## config.mk

```make
export PLATFORM = sky130hd
export DESIGN_NAME = uart_tx_fifo
export DESIGN_NICKNAME = d
export VERILOG_FILES = /design/src/rtl/uart_tx_fifo.sv
export SDC_FILE = /design/constraint.sdc
export NUM_CORES = 1
export LEC_CHECK = 0
export ABC_AREA = 1
export CAP_MARGIN = 20
export CORE_MARGIN = 4
export CORE_UTILIZATION = 35
export DETAILED_ROUTE_END_ITERATION = 7
export PLACE_DENSITY_LB_ADDON = 0.3
export SLEW_MARGIN = 0
export SYNTH_ARGS = -nofsm -noshare
export SYNTH_HDL_FRONTEND = slang
export SYNTH_SLANG_ARGS = --single-unit
export TNS_END_PERCENT = 50
```

## constraint.sdc

```tcl
create_clock -name clk -period 3.1 [get_ports clk]
set_clock_uncertainty 0.1 [all_clocks]
set_input_delay 0.62 -clock clk [delete_from_list [all_inputs] [get_ports clk]]
set_output_delay 0.62 -clock clk [all_outputs]
set_load 0.05 [all_outputs]
```

## src/rtl/uart_tx_fifo.sv

```systemverilog
// Byte FIFO between the host write port and the UART transmit state machine.
// Registered read data, occupancy counter, and sticky overflow/underflow flags.
module uart_tx_fifo #(
   parameter int DEPTH  = 16,
   parameter int ADDR_W = 4
) (
   input  logic              clk,
   input  logic              aresetn,
   input  logic              wr_n,
   input  logic [7:0]        wr_data,
   input  logic              rd_n,
   input  logic              flush,
   input  logic              clr_err,
   output logic [7:0]        dout,
   output logic              empty,
   output logic              full,
   output logic [ADDR_W:0]   level,
   output logic              overflow,
   output logic              underflow
);

   logic [7:0]        mem [DEPTH];
   logic [ADDR_W-1:0] wr_ptr;
   logic [ADDR_W-1:0] rd_ptr;
   logic              rd_ok;
   logic              wr_ok;
   logic              ovf_evt;
   logic              unf_evt;

   assign empty = (level == '0);
   assign full  = (level == (ADDR_W+1)'(DEPTH));

   // A pop frees the slot this edge, so a full FIFO still takes a write alongside a read.
   assign rd_ok   = !rd_n && !empty && !flush;
   assign wr_ok   = !wr_n && (!full || rd_ok) && !flush;
   assign ovf_evt = !wr_n && full && !rd_ok && !flush;
   assign unf_evt = !rd_n && empty && !flush;

   always_ff @(posedge clk) begin
      if (wr_ok) mem[wr_ptr] <= wr_data;
   end

   always_ff @(posedge clk or negedge aresetn) begin
      if (!aresetn) begin
         wr_ptr    <= '0;
         rd_ptr    <= '0;
         level     <= '0;
         dout      <= 8'h00;
         overflow  <= 1'b0;
         underflow <= 1'b0;
      end else begin
         if (flush) begin
            wr_ptr <= '0;
            rd_ptr <= '0;
            level  <= '0;
         end else begin
            if (wr_ok) wr_ptr <= wr_ptr + 1'b1;
            if (rd_ok) begin
               rd_ptr <= rd_ptr + 1'b1;
               dout   <= mem[rd_ptr];
            end
            case ({wr_ok, rd_ok})
               2'b10:   level <= level + 1'b1;
               2'b01:   level <= level - 1'b1;
               default: level <= level;
            endcase
         end
         // A new error event in the same clk as clr_err keeps the flag set.
         if (ovf_evt)      overflow <= 1'b1;
         else if (clr_err) overflow <= 1'b0;
         if (unf_evt)      underflow <= 1'b1;
         else if (clr_err) underflow <= 1'b0;
      end
   end

endmodule

```

==> out/summary.txt, run 1 <==
outcome = finished clean
Post-Synth Simple-Gate Area = 13.14%
GP Congestion = 0.8232
global-route wire length before repair = 23270 µm
Worst EP required = 2.38 ns
critical path class = reg -> out
layout cell share with drive strength beyond 1 = 11.39%
Initial Util = 35.92%
Met3 Wirelength = 597 µm
Pleak = 2.721 nW
hpwl dp = 9656 µm
final hold vios = 0
initial antenna violation count = 0
setup bufs post-CTS = 0
min-delay src = dout[7]
Die X = 141.7 µm
register bit count reported by yosys = 151
fin crit period = 2.849 ns
placed instance area = 6945 µm²
Root Driver = clkbuf_16
hold-critical path depth = 2
CORE AREA = 17420 µm²
mux contribution to synthesized area = 0%
H-tree levels = 4
Final WS setup = 0.2505 ns
Final Util = 43.28%
PortBufs = 30
combinational share of power = 26.6%
Pwr Total = 6.076 mW
power density over cell area = 806.0 nW/µm²
Synth Area per Inst = 11.76 µm²
Slew Limit Headroom = 52.69%
syn nets = 553
Hold Path Class = reg -> reg
Setup TNS Final = 0 ns
io pins = 31
antenna fix cells = 0
synthesis warning total = 0
area share of fa/ha/maj cells after synthesis = 1.400%
top layer in use = met4
Worst R2R Path Depth = 11
register area share after synthesis = 70.64%
Max IR drop VDD = 344.9 µV
sequential share of power = 39.6%
num rows = 48
Synth Area in XOR/XNOR = 0.1400%
CP Max Fanout = 7
Die Height = 141.7 µm
Post-synth top flop = edfxtp_1
Compound-Gate Fraction of Synth Area = 11.40%
TritonCTS Buffers = 17
dpl ws = 0.4229 ns
vias after detailed routing = 4249
detailed-route wire length per cell = 17.89 µm
Final Instance Area = 7538 µm²
Clock Latency Late Sink = 0.42 ns
total gr overflow = 0
Final period util = 91.92%
Fmax = 0.3509 GHz
Worst-Margin Slew = 0.7075 ns
Synth cell types = 26
crit start category = flip-flop
largest net degree at the start of global routing = 67
Layout fillers = 1597
DRC viols = 0
CTS sink cnt = 151
DR vias/cell = 5.169
Sw Pwr = 2.068 mW
Int Power = 4.008 mW
Sequential Area = 4420 µm²
TritonRoute pass-1 iters = 5
clock-pin slew on the worst setup and hold paths = 0.06 ns
Layout Nets = 605
Finished Layout Cells = 822
post-cts sizing count = 0
GRT Util Overall = 15.43%
Clock Power Share = 33.8%
Final Slew Violations = 0
number of enable flip-flop cells after synthesis = 128
WL final = 14700 µm
Placed Cells = 790
Layout area overhead = 20.50%
Max-cap violations = 0
most frequent cells in the layout = 128 x edfxtp_1, 101 x nor2_1, 75 x o21ai_0
Cells after Synth = 532
ANT nets after route = 0
unrepaired setup endpoints after global routing = no
Hold WS = 0.3810 ns
CTS tree = done
routed metal-1 wirelength = 6415 µm
Clock Tree Buf Depth = 2
Mapped Area = 6256 µm²
Sw Ratio = 34.03%
CP endpoint kind = output port
hold_buf cts = 0
reg2reg start = level[0]
area of the multi-input gates = 1632 µm²
most common cell after layout, fill and taps aside = edfxtp_1
Die ar. = 20080 µm²
crit path from = level[0]
metal2 WL = 7343 µm
Post-synth ARST share = 15.23%
Crit path arrival time = 2.13 ns
main combinational cell family by area after synthesis = simple AND/OR/NAND/NOR gates
number of global-route vias before repair = 4230
drt first-iter violations = 440
final setup vio count = 0
==> worst paths after layout <==
path / to / slack [ns]
max: empty / 0.25
min reg2reg: dout[7] / 0.38
max reg2reg: level[4] / 0.94
min: dout[7] / 0.38
min in group asynchronous: underflow / 0.46
max in group asynchronous: rd_ptr[0] / 2.18
==> power by group through the flow <==
stage               Clock (mW)  Combinational [mW]  Sequential [mW]
finish                    2.05                1.62             2.40
global route              2.20                1.77             2.42
global placement             0                1.61             2.45
detailed placement           0                1.62             2.45
CTS                       2.10                1.63             2.40
floorplan                    0               0.828             2.71
==> sequential cells by signal, indices dropped and copies added, names as in the netlist <==
| register | cells |
|---|---|
| underflow | 1 |
| overflow | 1 |
| rd_ptr | 4 |
| dout | 8 |
| level | 5 |
| wr_ptr | 4 |
| mem | 128 |
==> worst max-delay path: stages (launching register included) <==
cell and delay (ns):
dfrtp_1 0.44, nor2_1 0.18, nand3_2 0.18, inv_1 0.11, clkdlybuf4s50_1 0.80
==> layer usage <==
metal	up-vias	track usage, %
li1	2021	-
met1	2094	19.70
met2	111	25.64
met3	23	3.269
met4	0	6.263
met5	-	0
==> logic make-up (layout without fill, tap and decap cells) <==
kind of cell	after synthesis	after routing
compound gates	120	120
xor+xnor	1	1
fa+ha+maj	7	7
buf+inv	51	116
flops	151	151
simple gates	202	202
==> layout make-up <==
type / instances / share of cell area [%]
flip-flops and latches: 151 / 58.64
repair buffers: 59 / 6.871
multi-input cells: 330 / 21.64
inverters: 25 / 1.245
clock inverters: 14 / 2.174
well taps: 225 / 3.734
clock buffers: 18 / 5.693
==> cells in the mapped netlist, types with 2 or more instances <==
cell	number	area share [%]
edfxtp_1	128	61
clkinv_1	2	0.12
o22ai_1	7	0.70
nand2_1	67	4.0
nor2_2	4	0.40
dfrtp_1	23	9.2
o211ai_1	18	2.2
buf_2	11	0.88
nor2_1	101	6.1
a21oi_1	2	0.16
nand3_1	21	1.7
nor3_1	2	0.16
inv_1	22	1.3
nand4_1	4	0.40
ha_1	7	1.4
clkbuf_1	15	0.90
o21ai_0	75	6.0
nand3_2	2	0.32
o221ai_1	14	2.0
Note: power is estimated with default switching activity, not from simulation.
==> inputs of run 2 (changes only) <==
- ABC_AREA: 1 -> 0
- clock period: 3.1 -> 3.5 ns (I/O delays scaled with it)
==> run 2 against run 1 <==
  * Hold slack better by 0.010 ns
  * Sequential power is 7% lower
  * Setup slack worse by 0.094 ns
  * Via count is 22% lower
  * Final cell count is 22% lower
  * Largest power group unchanged
  * Die area is 0.79% higher
  * Sequential cell count stayed put
==> out/summary.txt, run 2 <==
outcome = finished clean
CP Max Fanout = 10
Final WS setup = 0.1561 ns
Worst-Margin Slew = 0.9903 ns
Clock Tree Buf Depth = 2
WL final = 12760 µm
Most flops, register = mem
Post-synth ARST share = 15.23%
Final period util = 95.54%
Synth Area per Inst = 17.97 µm²
crit path cell chain = or4_4 > nor2_1 > clkdlybuf4s50_1
Root Driver = clkbuf_16
detailed-route wire length per cell = 19.94 µm
Hold Path Class = reg -> reg
Mapped Area = 6309 µm²
H-tree levels = 4
placed instance area = 6968 µm²
power density over cell area = 698.2 nW/µm²
number of enable flip-flop cells after synthesis = 128
ANT nets after route = 0
Cells after Synth = 351
synth top area cells = edfxtp_1 61%, mux4_2 11%, dfrtp_1 9.1%
Sw Pwr = 1.636 mW
syn nets = 372
Slew Limit Headroom = 33.98%
DRC viols = 0
largest delay contributor family on the critical path = buffers and inverters
synthesis warning total = 0
Bufs and invs on worst path = 1
dpl ws = 0.2282 ns
antenna fix cells = 0
reg2reg start = level[2]
fin crit period = 3.344 ns
Pleak = 2.514 nW
Crit path arrival time = 2.54 ns
most numerous cell in the Yosys netlist = edfxtp_1
GP Congestion = 0.7720
critical path class = reg -> out
TritonCTS Buffers = 17
Final Instance Area = 7545 µm²
area share of the largest cell type after synthesis = 60.93%
Initial Util = 36.10%
Layout Nets = 424
unrepaired setup endpoints after global routing = no
crit start category = flip-flop
Setup TNS Final = 0 ns
register bit count reported by yosys = 151
Final Util = 43.17%
post-cts sizing count = 0
number of flip-flops under the largest register name = 128
largest net degree at the start of global routing = 34
CORE AREA = 17480 µm²
min-delay src = overflow
TritonRoute pass-1 iters = 4
initial antenna violation count = 0
Sw Ratio = 31.06%
io pins = 31
Sequential Area = 4420 µm²
clock-pin slew on the worst setup and hold paths = 0.06 ns
layout cell share with drive strength beyond 1 = 25.30%
vias after detailed routing = 3304
Post-synth top flop = edfxtp_1
Worst EP required = 2.70 ns
CP endpoint kind = output port
most frequent cells in the layout = 128 x edfxtp_1, 32 x mux4_2, 30 x clkdlybuf4s50_1
drt first-iter violations = 185
Top Registers = mem: 128 flops, dout: 8 flops, level: 5 flops
hold_buf cts = 0
combinational share of power = 23.8%
Crit-path slowest cell = clkdlybuf4s50_1
final hold vios = 0
post-synth top area cell = edfxtp_1
total gr overflow = 0
synth cell count leaders = 128 x edfxtp_1, 32 x mux4_2, 25 x nor2_1, 23 x dfrtp_1, 18 x mux2i_1
setup bufs post-CTS = 0
Max IR drop VDD = 407.3 µV
global-route wire length before repair = 19980 µm
GRT Util Overall = 13.58%
Synth cell types = 53
Die Height = 142.3 µm
area of the multi-input gates = 1744 µm²
CTS sink cnt = 151
Clock Latency Late Sink = 0.42 ns
Int Power = 3.631 mW
number of global-route vias before repair = 3431
hpwl dp = 7984 µm
most common cell after layout, fill and taps aside = edfxtp_1
register area share after synthesis = 70.05%
sequential share of power = 42.3%
final setup vio count = 0
Die ar. = 20240 µm²
Die X = 142.3 µm
Layout fillers = 1517
Clock Power Share = 33.9%
CP max stage delay = 0.83 ns
CTS tree = done
PortBufs = 30
Layout area overhead = 19.60%
DR vias/cell = 5.163
Final Slew Violations = 0
Fmax = 0.2991 GHz
crit path from = level[2]
num rows = 48
Max-cap violations = 0
## run 2: cell count changes in the layout (fill, tap and decap cells not counted), moves of 6 or more
| cell | change |
|---|---|
| nor2_1 | -76 |
| o211ai_1 | -17 |
| o21ai_0 | -74 |
| mux2i_1 | +18 |
| inv_1 | -14 |
| mux4_2 | +32 |
| nand3_1 | -19 |
| nand2_1 | -51 |
| o22ai_1 | -7 |
| xnor2_1 | +7 |
| o221ai_1 | -6 |
## run 2: path summary, 6_finish.rpt
kind / slack, ns / to / depth (start not counted)
worst max-delay path: 0.16 / empty / 3
worst min-delay path: 0.39 / overflow / 1
worst max register to register: 0.57 / level[2] / 8
worst min register to register: 0.39 / overflow / 1
max in group asynchronous: 2.46 / rd_ptr[1] / 2
min in group asynchronous: 0.56 / level[2] / 2
## run 2: per-layer routing
metal	routed length, µm	global-route usage, %	part of all wire [%]	vias up
met5	0	0	0	-
met4	216	5.303	1.7	0
met3	611	3.595	4.8	24
met2	6309	21.59	49	75
met1	5624	17.92	44	1702
li1	-	-	-	1503
## run 2: worst register-to-register path, stage by stage, from the launching register on
cell and delay (ns):
dfrtp_1 0.50, or4_4 0.61, o21ai_4 0.19, xnor2_1 0.14, ha_1 0.24, or4b_2 0.60
a2bb2oi_1 0.16, a32oi_1 0.20, o2bb2ai_1 0.08
## run 2: stage by stage
step	std cells	hold WS [ns]	total power [mW]
2_1_floorplan	351	0.3044	3.135
3_3_place_gp	609	0.3790	3.515
3_5_place_dp	609	0.3792	3.535
4_1_cts	640	0.3934	5.333
5_1_grt	640	0.4107	5.494
6_report	640	0.3911	5.267
## run 2: logic make-up after synthesis
group	count (synthesis)	share of synthesized area, %
and+or+nand+nor	65	5.435
buffers and inverters	31	2.301
AOI/OAI and AO/OA	38	5.217
DFF	151	70.05
xor gates and xnor gates	7	0.9719
muxes	52	14.64
adders and majority gates	7	1.388
## run 2: area by class of cell
class	count	area share, %
clock buffer	18	5.688
clock inverter	13	1.957
inverter	9	0.4478
multi-input combinational	169	23.12
sequential	151	58.59
tap	225	3.731
timing repair buffer	55	6.468
## run 2: power by group through the flow
| stage | Sequential (mW) | Combinational (mW) | Clock (mW) |
|---|---|---|---|
| after floorplan | 2.41 | 0.725 | 0 |
| after global placement | 2.27 | 1.25 | 0 |
| after detailed placement | 2.27 | 1.27 | 0 |
| after CTS | 2.23 | 1.27 | 1.83 |
| after global routing | 2.25 | 1.35 | 1.90 |
| final | 2.23 | 1.25 | 1.79 |
==> inputs of run 3 (changes only) <==
--- a/config.mk
+++ b/config.mk
@@ -6,5 +6,5 @@
 export NUM_CORES = 1
 export LEC_CHECK = 0
-export ABC_AREA = 0
+export ABC_AREA = 1
 export CAP_MARGIN = 20
 export CORE_MARGIN = 4
==> constraint.sdc (replaced) <==
create_clock -name clk -period 3.5 [get_ports clk]
set_clock_uncertainty 0.1 [all_clocks]
set_input_delay 0.525 -clock clk [delete_from_list [all_inputs] [get_ports clk]]
set_output_delay 0.525 -clock clk [all_outputs]
set_load 0.05 [all_outputs]
==> run 3 against run 2 <==
  * Final cell count increased by 26%
  * Sequential share of layout area grew 0.30 points
  * Core utilization is 0.074 points lower
  * Non-clock buffer count fell by 9
  * Maximum frequency grew 22%
  * Via count is 29% higher
  * Die area down 0.79%
  * Clock power up 13%
  * Design area is 0.51% lower
  * Critical path type unchanged
  * Largest cell class unchanged
  * Highest routed layer unchanged
==> out/summary.txt, run 3 (synthesized netlist as in run 1, its figures left out) <==
ANT nets after route = 0
Final Slew Violations = 0
num rows = 48
Pleak = 2.677 nW
Die X = 141.7 µm
detailed-route wire length per cell = 19.34 µm
Final Util = 43.10%
TritonRoute pass-1 iters = 5
unrepaired setup endpoints after global routing = no
hpwl dp = 10280 µm
Worst-Margin Slew = 0.8783 ns
crit start category = flip-flop
Die ar. = 20080 µm²
area of the multi-input gates = 1632 µm²
power density over cell area = 746.5 nW/µm²
Sequential Area = 4420 µm²
GRT Util Overall = 16.43%
Most flops, register = mem
io pins = 31
Sw Pwr = 1.804 mW
most common cell after layout, fill and taps aside = edfxtp_1
layout cell share with drive strength beyond 1 = 9.247%
CTS tree = done
Layout fillers = 1613
Worst EP required = 2.87 ns
H-tree levels = 4
initial antenna violation count = 0
post-cts sizing count = 0
Top Registers = mem: 128 flops, dout: 8 flops, level: 5 flops
outcome = finished clean
setup bufs post-CTS = 0
most frequent cells in the layout = 128 x edfxtp_1, 101 x nor2_1, 75 x o21ai_0
number of flip-flops under the largest register name = 128
final setup vio count = 0
Pwr Total = 5.603 mW
CP endpoint kind = output port
total gr overflow = 0
Slew Limit Headroom = 41.26%
critical path class = reg -> out
Fmax = 0.3650 GHz
Layout area overhead = 19.98%
Die Height = 141.7 µm
Hold Path Class = in -> async
DR vias/cell = 5.271
Clock Latency Late Sink = 0.42 ns
vias after detailed routing = 4264
global-route wire length before repair = 24510 µm
drt first-iter violations = 484
WL final = 15640 µm
Layout Nets = 592
CORE AREA = 17420 µm²
clock-pin slew on the worst setup and hold paths = 0.06 ns
Initial Util = 35.92%
final hold vios = 0
sequential share of power = 38.7%
number of global-route vias before repair = 4361
GP Congestion = 0.8416
Clock Power Share = 36.2%
Max IR drop VDD = 432.0 µV
PortBufs = 30
Final period util = 78.28%
CTS sink cnt = 151
largest net degree at the start of global routing = 67
antenna fix cells = 0
hold_buf cts = 0
combinational share of power = 25.2%
Max-cap violations = 0
Hold WS = 0.3549 ns
DRC viols = 0
Clock Tree Buf Depth = 2
fin crit period = 2.740 ns
TritonCTS Buffers = 17
CP Max Fanout = 7
Int Power = 3.800 mW
Crit path arrival time = 2.11 ns
Sw Ratio = 32.19%
Setup TNS Final = 0 ns
Root Driver = clkbuf_16
-- run 3: worst max-delay path, cell delays in order (launching register included) --
cell,delay (ns)
dfrtp_1,0.44
nor2_1,0.17
nand3_2,0.18
inv_1,0.10
clkdlybuf4s50_1,0.80
-- run 3: final timing paths --
check / from / end / slack [ns] / depth (start not counted)
worst max-delay path: level[0] / empty / 0.76 / 4
worst min-delay path: aresetn / overflow / 0.35 / 2
worst max register to register: level[0] / mem[1][7] / 1.01 / 8
worst min register to register: dout[5] / dout[5] / 0.38 / 2
max in group asynchronous: aresetn / rd_ptr[0] / 2.69 / 2
min in group clk: dout[5] / dout[5] / 0.38 / 2
-- run 3: layout make-up --
class,count,area share [%]
clock buffers,18,5.718
clock inverters,14,3.051
inverters,25,1.250
multi-input cells,330,21.74
flip-flops and latches,151,58.89
well taps,225,3.751
repair buffers,46,5.601
-- run 3: per-layer routing --
metal / GRT usage (%) / up-vias / part of all wire [%]
li1: - / 1991 / -
met1: 20.82 / 2114 / 42
met2: 27.28 / 130 / 50
met3: 3.134 / 29 / 4.3
met4: 7.576 / 0 / 2.9
met5: 0 / - / 0
-- run 3: through the flow --
step / cells / instance area, µm² / setup WS, ns
2_1_floorplan: 532 / 6256 / 1.166
3_3_place_gp: 777 / 6848 / 0.5430
3_5_place_dp: 777 / 6848 / 0.4179
4_1_cts: 809 / 7506 / 0.7224
5_1_grt: 809 / 7506 / 0.6113
6_report: 809 / 7506 / 0.7603
-- run 3: power groups by stage --
stage | Sequential, mW | Clock [mW] | Combinational [mW]
CTS | 2.17 | 2.05 | 1.42
floorplan | 2.40 | 0 | 0.733
finish | 2.17 | 2.03 | 1.41
detailed placement | 2.20 | 0 | 1.41
global placement | 2.20 | 0 | 1.39
global route | 2.18 | 2.13 | 1.55
